**src/rtl/alu_issue_pkg.sv**
```systemverilog
// Shared definitions for the ALU issue front end: internal opcode numbering,
// RV32I major opcodes and the packed operation record held in the output stage.
package alu_issue_pkg;

  localparam logic [6:0] OPC_OP_IMM = 7'b0010011;
  localparam logic [6:0] OPC_OP     = 7'b0110011;

  localparam logic [6:0] F7_ZERO = 7'b0000000;
  localparam logic [6:0] F7_ALT  = 7'b0100000;

  localparam logic [7:0] ALU_OPC_ADDI  = 8'd14;
  localparam logic [7:0] ALU_OPC_SLTI  = 8'd15;
  localparam logic [7:0] ALU_OPC_SLTIU = 8'd16;
  localparam logic [7:0] ALU_OPC_XORI  = 8'd17;
  localparam logic [7:0] ALU_OPC_ORI   = 8'd18;
  localparam logic [7:0] ALU_OPC_ANDI  = 8'd19;
  localparam logic [7:0] ALU_OPC_SLLI  = 8'd20;
  localparam logic [7:0] ALU_OPC_SRLI  = 8'd21;
  localparam logic [7:0] ALU_OPC_SRAI  = 8'd22;
  localparam logic [7:0] ALU_OPC_ADD   = 8'd23;
  localparam logic [7:0] ALU_OPC_SUB   = 8'd24;
  localparam logic [7:0] ALU_OPC_SLL   = 8'd25;
  localparam logic [7:0] ALU_OPC_SLT   = 8'd26;
  localparam logic [7:0] ALU_OPC_SLTU  = 8'd27;
  localparam logic [7:0] ALU_OPC_XOR   = 8'd28;
  localparam logic [7:0] ALU_OPC_SRL   = 8'd29;
  localparam logic [7:0] ALU_OPC_SRA   = 8'd30;
  localparam logic [7:0] ALU_OPC_OR    = 8'd31;
  localparam logic [7:0] ALU_OPC_AND   = 8'd32;

  typedef struct packed {
    logic [7:0]  opcode;
    logic [31:0] rs1;
    logic [31:0] rs2;
    logic [31:0] imm;
    logic [4:0]  rd;
  } issue_pkt_t;

endpackage

```
**src/rtl/alu_issue_if.sv**
```systemverilog
// Instruction-in and operation-out handshakes of the ALU issue stage.
// master = instruction source / ALU sink side, slave = the issue stage itself.
interface alu_issue_if #(
  parameter int TAG_W = 4
);

  logic             in_valid;
  logic             in_ready;
  logic [31:0]      in_instr;
  logic [TAG_W-1:0] in_tag;

  logic             out_valid;
  logic             out_ready;
  logic [7:0]       out_opcode;
  logic [31:0]      out_rs1;
  logic [31:0]      out_rs2;
  logic [31:0]      out_imm;
  logic [4:0]       out_rd;
  logic [TAG_W-1:0] out_tag;

  modport master (
    output in_valid, in_instr, in_tag, out_ready,
    input  in_ready, out_valid, out_opcode, out_rs1, out_rs2, out_imm, out_rd, out_tag
  );

  modport slave (
    input  in_valid, in_instr, in_tag, out_ready,
    output in_ready, out_valid, out_opcode, out_rs1, out_rs2, out_imm, out_rd, out_tag
  );

endinterface

```
**src/rtl/alu_issue_decode.sv**
```systemverilog
// Combinational RV32I OP-IMM/OP decoder: maps an instruction word onto the
// internal ALU opcode, immediate and register indices, and flags legality.
module alu_issue_decode
  import alu_issue_pkg::*;
(
  input  logic [31:0] instr,
  output logic [7:0]  opcode,
  output logic [31:0] imm,
  output logic [4:0]  rs1_idx,
  output logic [4:0]  rs2_idx,
  output logic [4:0]  rd_idx,
  output logic        is_rtype,
  output logic        legal
);

  logic [6:0] op;
  logic [2:0] f3;
  logic [6:0] f7;

  assign op      = instr[6:0];
  assign f3      = instr[14:12];
  assign f7      = instr[31:25];
  assign rs1_idx = instr[19:15];
  assign rs2_idx = instr[24:20];
  assign rd_idx  = instr[11:7];

  always_comb begin
    opcode   = '0;
    imm      = '0;
    is_rtype = 1'b0;
    legal    = 1'b0;
    unique case (op)
      OPC_OP_IMM: begin
        imm   = {{20{instr[31]}}, instr[31:20]};
        legal = 1'b1;
        unique case (f3)
          3'b000: opcode = ALU_OPC_ADDI;
          3'b010: opcode = ALU_OPC_SLTI;
          3'b011: opcode = ALU_OPC_SLTIU;
          3'b100: opcode = ALU_OPC_XORI;
          3'b110: opcode = ALU_OPC_ORI;
          3'b111: opcode = ALU_OPC_ANDI;
          // Shift immediates reuse the upper immediate bits as a funct7 field
          3'b001: begin
            imm    = {27'b0, instr[24:20]};
            opcode = ALU_OPC_SLLI;
            legal  = (f7 == F7_ZERO);
          end
          3'b101: begin
            imm = {27'b0, instr[24:20]};
            if (f7 == F7_ZERO)     opcode = ALU_OPC_SRLI;
            else if (f7 == F7_ALT) opcode = ALU_OPC_SRAI;
            else                   legal  = 1'b0;
          end
        endcase
      end
      OPC_OP: begin
        is_rtype = 1'b1;
        legal    = 1'b1;
        unique case ({f7, f3})
          {F7_ZERO, 3'b000}: opcode = ALU_OPC_ADD;
          {F7_ALT,  3'b000}: opcode = ALU_OPC_SUB;
          {F7_ZERO, 3'b001}: opcode = ALU_OPC_SLL;
          {F7_ZERO, 3'b010}: opcode = ALU_OPC_SLT;
          {F7_ZERO, 3'b011}: opcode = ALU_OPC_SLTU;
          {F7_ZERO, 3'b100}: opcode = ALU_OPC_XOR;
          {F7_ZERO, 3'b101}: opcode = ALU_OPC_SRL;
          {F7_ALT,  3'b101}: opcode = ALU_OPC_SRA;
          {F7_ZERO, 3'b110}: opcode = ALU_OPC_OR;
          {F7_ZERO, 3'b111}: opcode = ALU_OPC_AND;
          default:           legal  = 1'b0;
        endcase
      end
      default: ;
    endcase
    if (!legal) begin
      opcode = '0;
      imm    = '0;
    end
  end

endmodule

```
**src/rtl/alu_issue.sv**
```systemverilog
// ALU issue front end: decodes incoming words, stalls on scoreboard hazards and
// hands operations to the ALU through a single-entry output register.
module alu_issue
  import alu_issue_pkg::*;
#(
  parameter int TAG_W = 4
) (
  input  logic             clk,
  input  logic             rst,
  alu_issue_if.slave       bus,
  output logic [4:0]       rf_rs1_addr,
  output logic [4:0]       rf_rs2_addr,
  input  logic [31:0]      rf_rs1_data,
  input  logic [31:0]      rf_rs2_data,
  input  logic             wb_valid,
  input  logic [4:0]       wb_rd,
  output logic             illegal
);

  logic [7:0]  dec_opcode;
  logic [31:0] dec_imm;
  logic [4:0]  dec_rs1;
  logic [4:0]  dec_rs2;
  logic [4:0]  dec_rd;
  logic        dec_rtype;
  logic        dec_legal;

  alu_issue_decode u_decode (
    .instr    (bus.in_instr),
    .opcode   (dec_opcode),
    .imm      (dec_imm),
    .rs1_idx  (dec_rs1),
    .rs2_idx  (dec_rs2),
    .rd_idx   (dec_rd),
    .is_rtype (dec_rtype),
    .legal    (dec_legal)
  );

  assign rf_rs1_addr = dec_rs1;
  assign rf_rs2_addr = dec_rs2;

  logic [31:0]      busy_q;
  logic [31:0]      busy_d;
  issue_pkt_t       pkt_q;
  issue_pkt_t       pkt_d;
  logic [TAG_W-1:0] tag_q;
  logic             out_valid_q;
  logic             illegal_q;

  logic hazard;
  logic can_load;
  logic in_ready;
  logic accept;
  logic issue;

  // Illegal words never wait: they are dropped without touching the pipeline
  assign hazard   = busy_q[dec_rs1] | (dec_rtype & busy_q[dec_rs2]) | busy_q[dec_rd];
  assign can_load = ~out_valid_q | bus.out_ready;
  assign in_ready = dec_legal ? (can_load & ~hazard) : 1'b1;
  assign accept   = bus.in_valid & in_ready;
  assign issue    = accept & dec_legal;

  always_comb begin
    pkt_d.opcode = dec_opcode;
    pkt_d.rs1    = rf_rs1_data;
    pkt_d.rs2    = rf_rs2_data;
    pkt_d.imm    = dec_imm;
    pkt_d.rd     = dec_rd;
  end

  // Writeback clear is applied first so a same-edge issue to that rd keeps it busy
  always_comb begin
    busy_d = busy_q;
    if (wb_valid)
      busy_d[wb_rd] = 1'b0;
    if (issue)
      busy_d[dec_rd] = 1'b1;
    busy_d[0] = 1'b0;
  end

  always_ff @(posedge clk or posedge rst) begin
    if (rst) begin
      pkt_q       <= '0;
      tag_q       <= '0;
      out_valid_q <= 1'b0;
      illegal_q   <= 1'b0;
      busy_q      <= '0;
    end else begin
      busy_q    <= busy_d;
      illegal_q <= accept & ~dec_legal;
      if (issue) begin
        pkt_q       <= pkt_d;
        tag_q       <= bus.in_tag;
        out_valid_q <= 1'b1;
      end else if (bus.out_ready) begin
        out_valid_q <= 1'b0;
      end
    end
  end

  assign bus.in_ready   = in_ready;
  assign bus.out_valid  = out_valid_q;
  assign bus.out_opcode = pkt_q.opcode;
  assign bus.out_rs1    = pkt_q.rs1;
  assign bus.out_rs2    = pkt_q.rs2;
  assign bus.out_imm    = pkt_q.imm;
  assign bus.out_rd     = pkt_q.rd;
  assign bus.out_tag    = tag_q;
  assign illegal        = illegal_q;

endmodule

```
**src/flat_wrapper.sv**
```systemverilog
// flat-port wrapper written by rule: the top's interface ports become plain ports
module alu_issue_flat import alu_issue_pkg::*;
#(
  parameter int TAG_W = 4
)
  (clk, rst, rf_rs1_addr, rf_rs2_addr, rf_rs1_data, rf_rs2_data, wb_valid, wb_rd, illegal, bus_in_valid, bus_in_instr, bus_in_tag, bus_out_ready, bus_in_ready, bus_out_valid, bus_out_opcode, bus_out_rs1, bus_out_rs2, bus_out_imm, bus_out_rd, bus_out_tag);
  alu_issue_if #(.TAG_W(TAG_W)) bus_i ();
  input  logic clk;
  input  logic rst;
  output logic [4:0] rf_rs1_addr;
  output logic [4:0] rf_rs2_addr;
  input  logic [31:0] rf_rs1_data;
  input  logic [31:0] rf_rs2_data;
  input  logic wb_valid;
  input  logic [4:0] wb_rd;
  output logic illegal;
  input wire logic [$bits(bus_i.in_valid)-1:0] bus_in_valid;
  input wire logic [$bits(bus_i.in_instr)-1:0] bus_in_instr;
  input wire logic [$bits(bus_i.in_tag)-1:0] bus_in_tag;
  input wire logic [$bits(bus_i.out_ready)-1:0] bus_out_ready;
  output wire logic [$bits(bus_i.in_ready)-1:0] bus_in_ready;
  output wire logic [$bits(bus_i.out_valid)-1:0] bus_out_valid;
  output wire logic [$bits(bus_i.out_opcode)-1:0] bus_out_opcode;
  output wire logic [$bits(bus_i.out_rs1)-1:0] bus_out_rs1;
  output wire logic [$bits(bus_i.out_rs2)-1:0] bus_out_rs2;
  output wire logic [$bits(bus_i.out_imm)-1:0] bus_out_imm;
  output wire logic [$bits(bus_i.out_rd)-1:0] bus_out_rd;
  output wire logic [$bits(bus_i.out_tag)-1:0] bus_out_tag;
  assign bus_i.in_valid = bus_in_valid;
  assign bus_i.in_instr = bus_in_instr;
  assign bus_i.in_tag = bus_in_tag;
  assign bus_i.out_ready = bus_out_ready;
  assign bus_in_ready = bus_i.in_ready;
  assign bus_out_valid = bus_i.out_valid;
  assign bus_out_opcode = bus_i.out_opcode;
  assign bus_out_rs1 = bus_i.out_rs1;
  assign bus_out_rs2 = bus_i.out_rs2;
  assign bus_out_imm = bus_i.out_imm;
  assign bus_out_rd = bus_i.out_rd;
  assign bus_out_tag = bus_i.out_tag;
  alu_issue #(.TAG_W(TAG_W)) u_core (.clk(clk), .rst(rst), .bus(bus_i), .rf_rs1_addr(rf_rs1_addr), .rf_rs2_addr(rf_rs2_addr), .rf_rs1_data(rf_rs1_data), .rf_rs2_data(rf_rs2_data), .wb_valid(wb_valid), .wb_rd(wb_rd), .illegal(illegal));
endmodule
```
**config.mk**
```make
export PLATFORM = sky130hd
export DESIGN_NAME = alu_issue_flat
export DESIGN_NICKNAME = d
export VERILOG_FILES = /design/src/rtl/alu_issue_pkg.sv /design/src/rtl/alu_issue_if.sv /design/src/rtl/alu_issue_decode.sv /design/src/rtl/alu_issue.sv /design/src/flat_wrapper.sv
export SDC_FILE = /design/constraint.sdc
export NUM_CORES = 1
export LEC_CHECK = 0
export CORE_UTILIZATION = 49
export DETAILED_ROUTE_END_ITERATION = 10
export PLACE_DENSITY = 0.87
export RECOVER_POWER = 50
export SETUP_SLACK_MARGIN = 0.2
export SYNTH_ARGS = -nofsm -noshare
export SYNTH_HDL_FRONTEND = slang
export SYNTH_SLANG_ARGS = --single-unit
```
**constraint.sdc**
```tcl
create_clock -name clk -period 10.7 [get_ports clk]
set_input_delay 3.21 -clock clk [delete_from_list [all_inputs] [get_ports clk]]
set_output_delay 3.21 -clock clk [all_outputs]
set_load 0.1 [all_outputs]
```
==> run metrics, run 1 <==
setup repair bufs after CTS 0; Critical Path AT 5930 ps; Worst-path clk slew 50 ps; nets 854; Min Clock Period, post-route 9140 ps; Fillers 860; Avg Inst Size Synth between 10 and 15 um2; failing checks capacitance limit, slew limit; Final Skew 13.5 ps; Reg2Reg Launch Point u_core.busy_q[1]; top post-synthesis cells by area dfrtp_1 47%, mux2_4 13%, mux4_2 6.9%; switching power share of the total 0.337; initial core utilization 0.512; count of final hold-check violations 0; post-route cell area 0.00932 mm2; vias per cell approximately 5.6; Longest Clk Path Bufs 2; GRT overflow 0; slowest cell on the critical path clkdlybuf4s50_1; final wirelength 18000 um; Critical Path RT 7490 ps; Starting DRT DRC Count 383; largest net degree at the start of global routing 88; EDFF count, synth 0; clk_lat worst skew 420 ps; Clock Sinks 124; Die ar. ~0.014 mm2; HPWL Detailed 12900 um; Hold Path Sink u_core.bus.out_rs2[2]; Leak Pwr about 4.4 nW; Power Density about 160 mW/mm2; main flop type after synthesis dfrtp_1; CTS Buf Count 17; CTS tree built; kind of critical path in2out; number of I/O pins 236; chip width 118 um; Total GRT Usage 0.266; RSZ-0062 raised after global routing no; Post-CTS Resized 0; RePlAce Congestion 0.951; sequential share of power 0.347; r2r setup slk 6780 ps; status finished with violations; FF+latch count, synth roughly 120; Post-DRT Antenna Nets 0; Crit path largest cell delay slightly above 900 ps; number of diodes 0; hold depth 1; count leader, synth dfrtp_1; setup TNS 0 ps; r2r endpoint u_core.bus.out_opcode[5]; Hold Startpoint u_core.bus.out_rs2[2]; NetSw approximately 0.00049 W; DR WL/cell 19.4 um; Worst VDD drop 0.148 mV; async set or reset register ratio after synthesis 1.00; library cells used by synthesis 47; first-pass GRT wire length 28500 um; Post-Syn Area 0.00657 mm2; DIE HEIGHT 118 um; Cell Chain, Critical Path clkdlybuf4s50_1 > mux4_2 > mux2i_1 > o2111ai_1 > a2111oi_4 > o21ai_0 > nand2_1 > buf_4; DP Area 0.00874 mm2; Crit Path Max Fanout 16; DR DRC count 0; Yosys top cell by area dfrtp_1; final period utilization 0.855; Rows between 40 and 50; clk root buf clkbuf_16; internal power about 0.00096 W; Port Buffers 233; Synth top area share 0.472; Ys Warns 0; clock network power share 0.390; Final Setup Violations 0; Post-Synthesis Cells 549; share of cells above drive strength 1 0.184; core outline area 0.0128 mm2; top cells by count, synth 124 x dfrtp_1, 69 x o21ai_0, 56 x mux2_4, 56 x nand2_1, 33 x buf_4; CP Capture Type primary output; initial antenna violation count 0; Max Slew Vio Count approximately 130; r2r worst-path depth 8; number of global-route vias before repair 5173; area grow syn2layout 41.8%; Slew HR -2.03; Setup crit start kind input pin; CP top delay family buffers and inverters; Max Cap Viol 2; CP bufs+invs 2; DR vias 5223; Tot Pwr around 0.0014 W; H-tree depth 4; Hold Buf Count CTS 0; Least-Margin Pin Slew between 4000 and 5000 ps; part of the Yosys area used for sequential elements 0.472; HP Class reg2reg; Comb pwr share 0.263; First-pass DRT Iterations 5; max frequency 109 MHz
[metrics by stage]
step,instances,util,hold WS (ps),setup WS [ps]
2_1_floorplan,550,-,498,1980
3_3_place_gp,897,0.682,488,1600
3_5_place_dp,897,0.682,491,1560
4_1_cts,928,0.727,506,1580
5_1_grt,928,0.726,514,871
6_report,928,0.726,498,1560
[cell type report]
| cell class | instances | area (um2) | share of cell area |
|---|---|---|---|
| sequential | 124 | 3100 | 0.333 |
| multi-input combinational | 345 | 2990 | 0.321 |
| timing repair buffer | 236 | 2350 | 0.252 |
| clock buffer | 24 | 492 | 0.0528 |
| tap | 172 | 215 | 0.0231 |
| clock inverter | 7 | 87.6 | 0.00940 |
| inverter | 20 | 76.3 | 0.00819 |
[registers in the layout (all words and copies together) (netlist names), 4 cells and up]
| signal | count |
|---|---|
| u_core.busy_q | 31 |
| u_core.bus.out_rs2 | 32 |
| u_core.bus.out_rs1 | 32 |
| u_core.bus.out_opcode | 6 |
| u_core.bus.out_rd | 5 |
| u_core.bus.out_tag | 4 |
| u_core.bus.out_imm | 12 |
[cell usage in the layout (no fill, tap or decap), types with 3 or more instances in the layout]
master / Yosys / layout
mux2_4: 56 / 56
nor2_1: 20 / 20
nand2_1: 56 / 56
buf_4: 33 / 3
clkinv_2: 0 / 4
nand4_1: 3 / 3
a22oi_1: 5 / 5
mux4_2: 20 / 20
nand3b_1: 8 / 8
and2_1: 3 / 3
nand3_1: 5 / 5
mux2i_1: 20 / 20
o21ai_0: 69 / 69
xor2_1: 3 / 3
a21oi_1: 6 / 6
clkdlybuf4s50_1: 0 / 169
mux2_2: 26 / 26
nor3_1: 4 / 4
clkbuf_1: 14 / 4
clkbuf_16: 0 / 17
inv_1: 20 / 19
and3_1: 3 / 3
dfrtp_1: 124 / 124
clkbuf_8: 0 / 4
dlygate4sd3_1: 0 / 63
o211ai_1: 3 / 3
nor2b_1: 4 / 4
[per-layer routing]
layer  GRT usage  share of wire
met5           0              0
met1       0.338           0.40
met3      0.0625          0.067
met2       0.444           0.51
met4      0.0946          0.018
[logic make-up (layout without fill, tap and decap cells)]
group,after synthesis,in the layout,synth area share
flip-flops,124,124,0.472
multiplexers,122,122,0.272
AND/OR/NAND/NOR,119,119,0.0865
AO/OA/AOI/OAI,98,98,0.0893
buffers and inverters,81,287,0.0741
XOR/XNOR,3,3,0.00400
adder cells (fa/ha/maj),1,1,0.00152
other,1,2,0.000571
[worst max-delay path by stage]
stage	startpoint	endpoint	slack [ps]	cells past startpoint
final	bus_in_instr[8]	bus_in_ready	1560	8
after global routing	rst	u_core.busy_q[17]	870	3
after CTS	bus_in_instr[8]	bus_in_ready	1580	8
after detailed placement	bus_in_instr[8]	bus_in_ready	1560	8
after global placement	bus_in_instr[8]	bus_in_ready	1600	8
after floorplan	bus_in_instr[8]	bus_in_ready	1980	8
[power by group through the flow]
stage | Clock, W | Sequential, W | Combinational (W)
after floorplan | 0 | 0.000647 | 0.000143
after global placement | 0 | 0.000508 | 0.000381
after detailed placement | 0 | 0.000509 | 0.000384
after CTS | 0.000574 | 0.000501 | 0.000386
after global routing | 0.000595 | 0.000503 | 0.000391
final | 0.000564 | 0.000501 | 0.000380
[worst reg2reg max path, delay by kind of cell, from the launching register on]
family / cells / cell delay [ps]
mux: 3 / 780
simple gates: 1 / 180
buf+inv: 2 / 1450
flops: 1 / 430
compound gates: 2 / 970
Power figures use the tool's default switching activity.
==> run 2, diff against run 1 <==
--- a/config.mk
+++ b/config.mk
@@ -7,6 +7,7 @@
 export LEC_CHECK = 0
 export CORE_UTILIZATION = 49
 export DETAILED_ROUTE_END_ITERATION = 10
+export MAX_ROUTING_LAYER = met4
 export PLACE_DENSITY = 0.87
 export RECOVER_POWER = 50
 export SETUP_SLACK_MARGIN = 0.2
==> run 2 against run 1 <==
The flow still finishes with violations (capacitance limit, slew limit). Clock skew is 6.8 ps lower. Non-clock buffer count is 1 lower. Combinational power hardly changed. Wire length is 1.2% higher. Critical endpoint unchanged. Clock power hardly changed. Via count is 0.78% higher. Worst setup slack worse by 5.4 ps. Core utilization is 0.088 points higher.
==> run metrics, run 2 (synthesis gave the netlist of run 1 again) <==
kind of critical path in2out; Rows 41; NetSw 0.000501 W; Die ar. 0.0139 mm2; Hold Buf Count CTS 0; status finished with violations; number of diodes 0; Crit path largest cell delay 910 ps; max frequency ~110 MHz; Longest Clk Path Bufs 2; Max Cap Viol 2; CP Capture Type primary output; post-route cell area 0.00933 mm2; most frequent cells in the layout 169 x clkdlybuf4s50_1, 124 x dfrtp_1, 69 x o21ai_0, 63 x dlygate4sd3_1; initial core utilization 0.512; Total GRT Usage 0.278; Leak Pwr 4.43 nW; Clock Sinks 124; number of I/O pins 236; Final Setup Violations 0; CP top delay family buffers and inverters; number of global-route vias before repair 5410; DIE HEIGHT between 100 and 150 um; core outline area 0.0128 mm2; vias per cell 5.67; Least-Margin Pin Slew ~4100 ps; final core utilization 0.727; HPWL Detailed 13200 um; first-pass GRT wire length 29100 um; CTS tree built; H-tree depth 4; Final Skew between 6 and 7 ps; Comb pwr share 0.263; setup repair bufs after CTS 0; GRT overflow 0; internal power 0.000944 W; clock network power share 0.390; share of cells above drive strength 1 0.187; most common cell after layout, fill and taps aside clkdlybuf4s50_1; DP Area 0.00875 mm2; Critical Path RT about 7500 ps; Max Slew Vio Count between 100 and 150; Power Density 155 mW/mm2; multi-input logic area 0.00299 mm2; DR vias about 5300; Port Buffers roughly 230; Post-CTS Resized 0; HP Class reg2reg; Cell Chain, Critical Path clkdlybuf4s50_1 > mux2_2 > o311ai_0 > nor3_1 > a2111oi_4 > o21ai_0 > nand2_1 > buf_4; largest net degree at the start of global routing 94; nets 853; CTS Buf Count 17; failing checks capacitance limit, slew limit; Slew HR -1.74; chip width 118 um; Starting DRT DRC Count between 500 and 600; Worst-path clk slew 50 ps; final wirelength 18200 um; RSZ-0062 raised after global routing no; sequential standard cell area just over 0.003 mm2; DR WL/cell 19.6 um; Critical Path AT ~6000 ps; CP bufs+invs 2; clk root buf clkbuf_16; clk_lat worst skew 410 ps; count of final hold-check violations 0; initial antenna violation count 0; Setup crit start kind input pin; switching power share of the total 0.347; slowest cell on the critical path clkdlybuf4s50_1; sequential share of power 0.347; Worst VDD drop 0.0980 mV; Post-DRT Antenna Nets 0; Crit Path Max Fanout 16; final period utilization 0.855; First-pass DRT Iterations 8; setup TNS 0 ps; area grow syn2layout 42.0%; Min Clock Period, post-route 9150 ps; Fillers 865; DR DRC count 0; RePlAce Congestion 0.951
## run 2: changes by cell type in the layout (fill, tap and decap cells not counted), sizes merged
cell,change
inv,+1
buf,-1
clkinv,+4
clkbuf,-5
clkinvlp,+1
## run 2: power groups by stage
stage	clock, W	sequential [W]	combinational (W)
floorplan	0	0.000647	0.000143
global placement	0	0.000508	0.000381
CTS	0.000571	0.000501	0.000386
global route	0.000594	0.000503	0.000393
finish	0.000563	0.000501	0.000380
detailed placement	0	0.000509	0.000385
## run 2: final timing paths
| path | start | endpoint | slack [ps] | cells past startpoint |
|---|---|---|---|---|
| setup reg to reg | u_core.busy_q[25] | u_core.bus.out_rs2[24] | 7400 | 7 |
| hold / removal | u_core.bus.out_rs1[28] | u_core.bus.out_rs1[28] | 500 | 1 |
| max in group asynchronous | rst | u_core.bus.out_rs2[4] | 2290 | 3 |
| hold reg to reg | u_core.bus.out_rs1[28] | u_core.bus.out_rs1[28] | 500 | 1 |
| setup / recovery | bus_in_instr[8] | bus_in_ready | 1550 | 8 |
| min in group asynchronous | rst | u_core.bus.out_tag[0] | 3790 | 2 |
## run 2: per-layer routing
metal | GRT usage | vias to the layer above | wire length, um | part of all wire
li1 | - | 2326 | - | -
met1 | 0.332 | 2636 | 7210 | 0.40
met2 | 0.468 | 266 | 9490 | 0.52
met3 | 0.0499 | 36 | 1160 | 0.064
met4 | 0.111 | 0 | 345 | 0.019
met5 | - | - | 0 | 0
## run 2: worst register-to-register path, delay by kind of cell (launching register included)
kind,cells,cell delay (ps)
AOI/OAI and AO/OA,3,1150
buffers and inverters,1,450
DFF,1,450
muxes,2,970
and+or+nand+nor,1,170
## run 2: through the flow
stage               setup slack, ps  total power (W)  hold WS (ps)  cells
finish                         1550          0.00144           496    928
global route                   1040          0.00149           505    928
CTS                            1550          0.00146           503    928
detailed placement             1540         0.000894           491    896
global placement               1590         0.000889           488    896
floorplan                      1980         0.000790           498    550
## run 2: cell type report
class | instances | share of cell area
well taps | 172 | 0.0231
repair buffers | 235 | 0.252
clock buffers | 19 | 0.0475
inverters | 20 | 0.00818
flip-flops and latches | 124 | 0.333
clock inverters | 13 | 0.0153
multi-input cells | 345 | 0.321
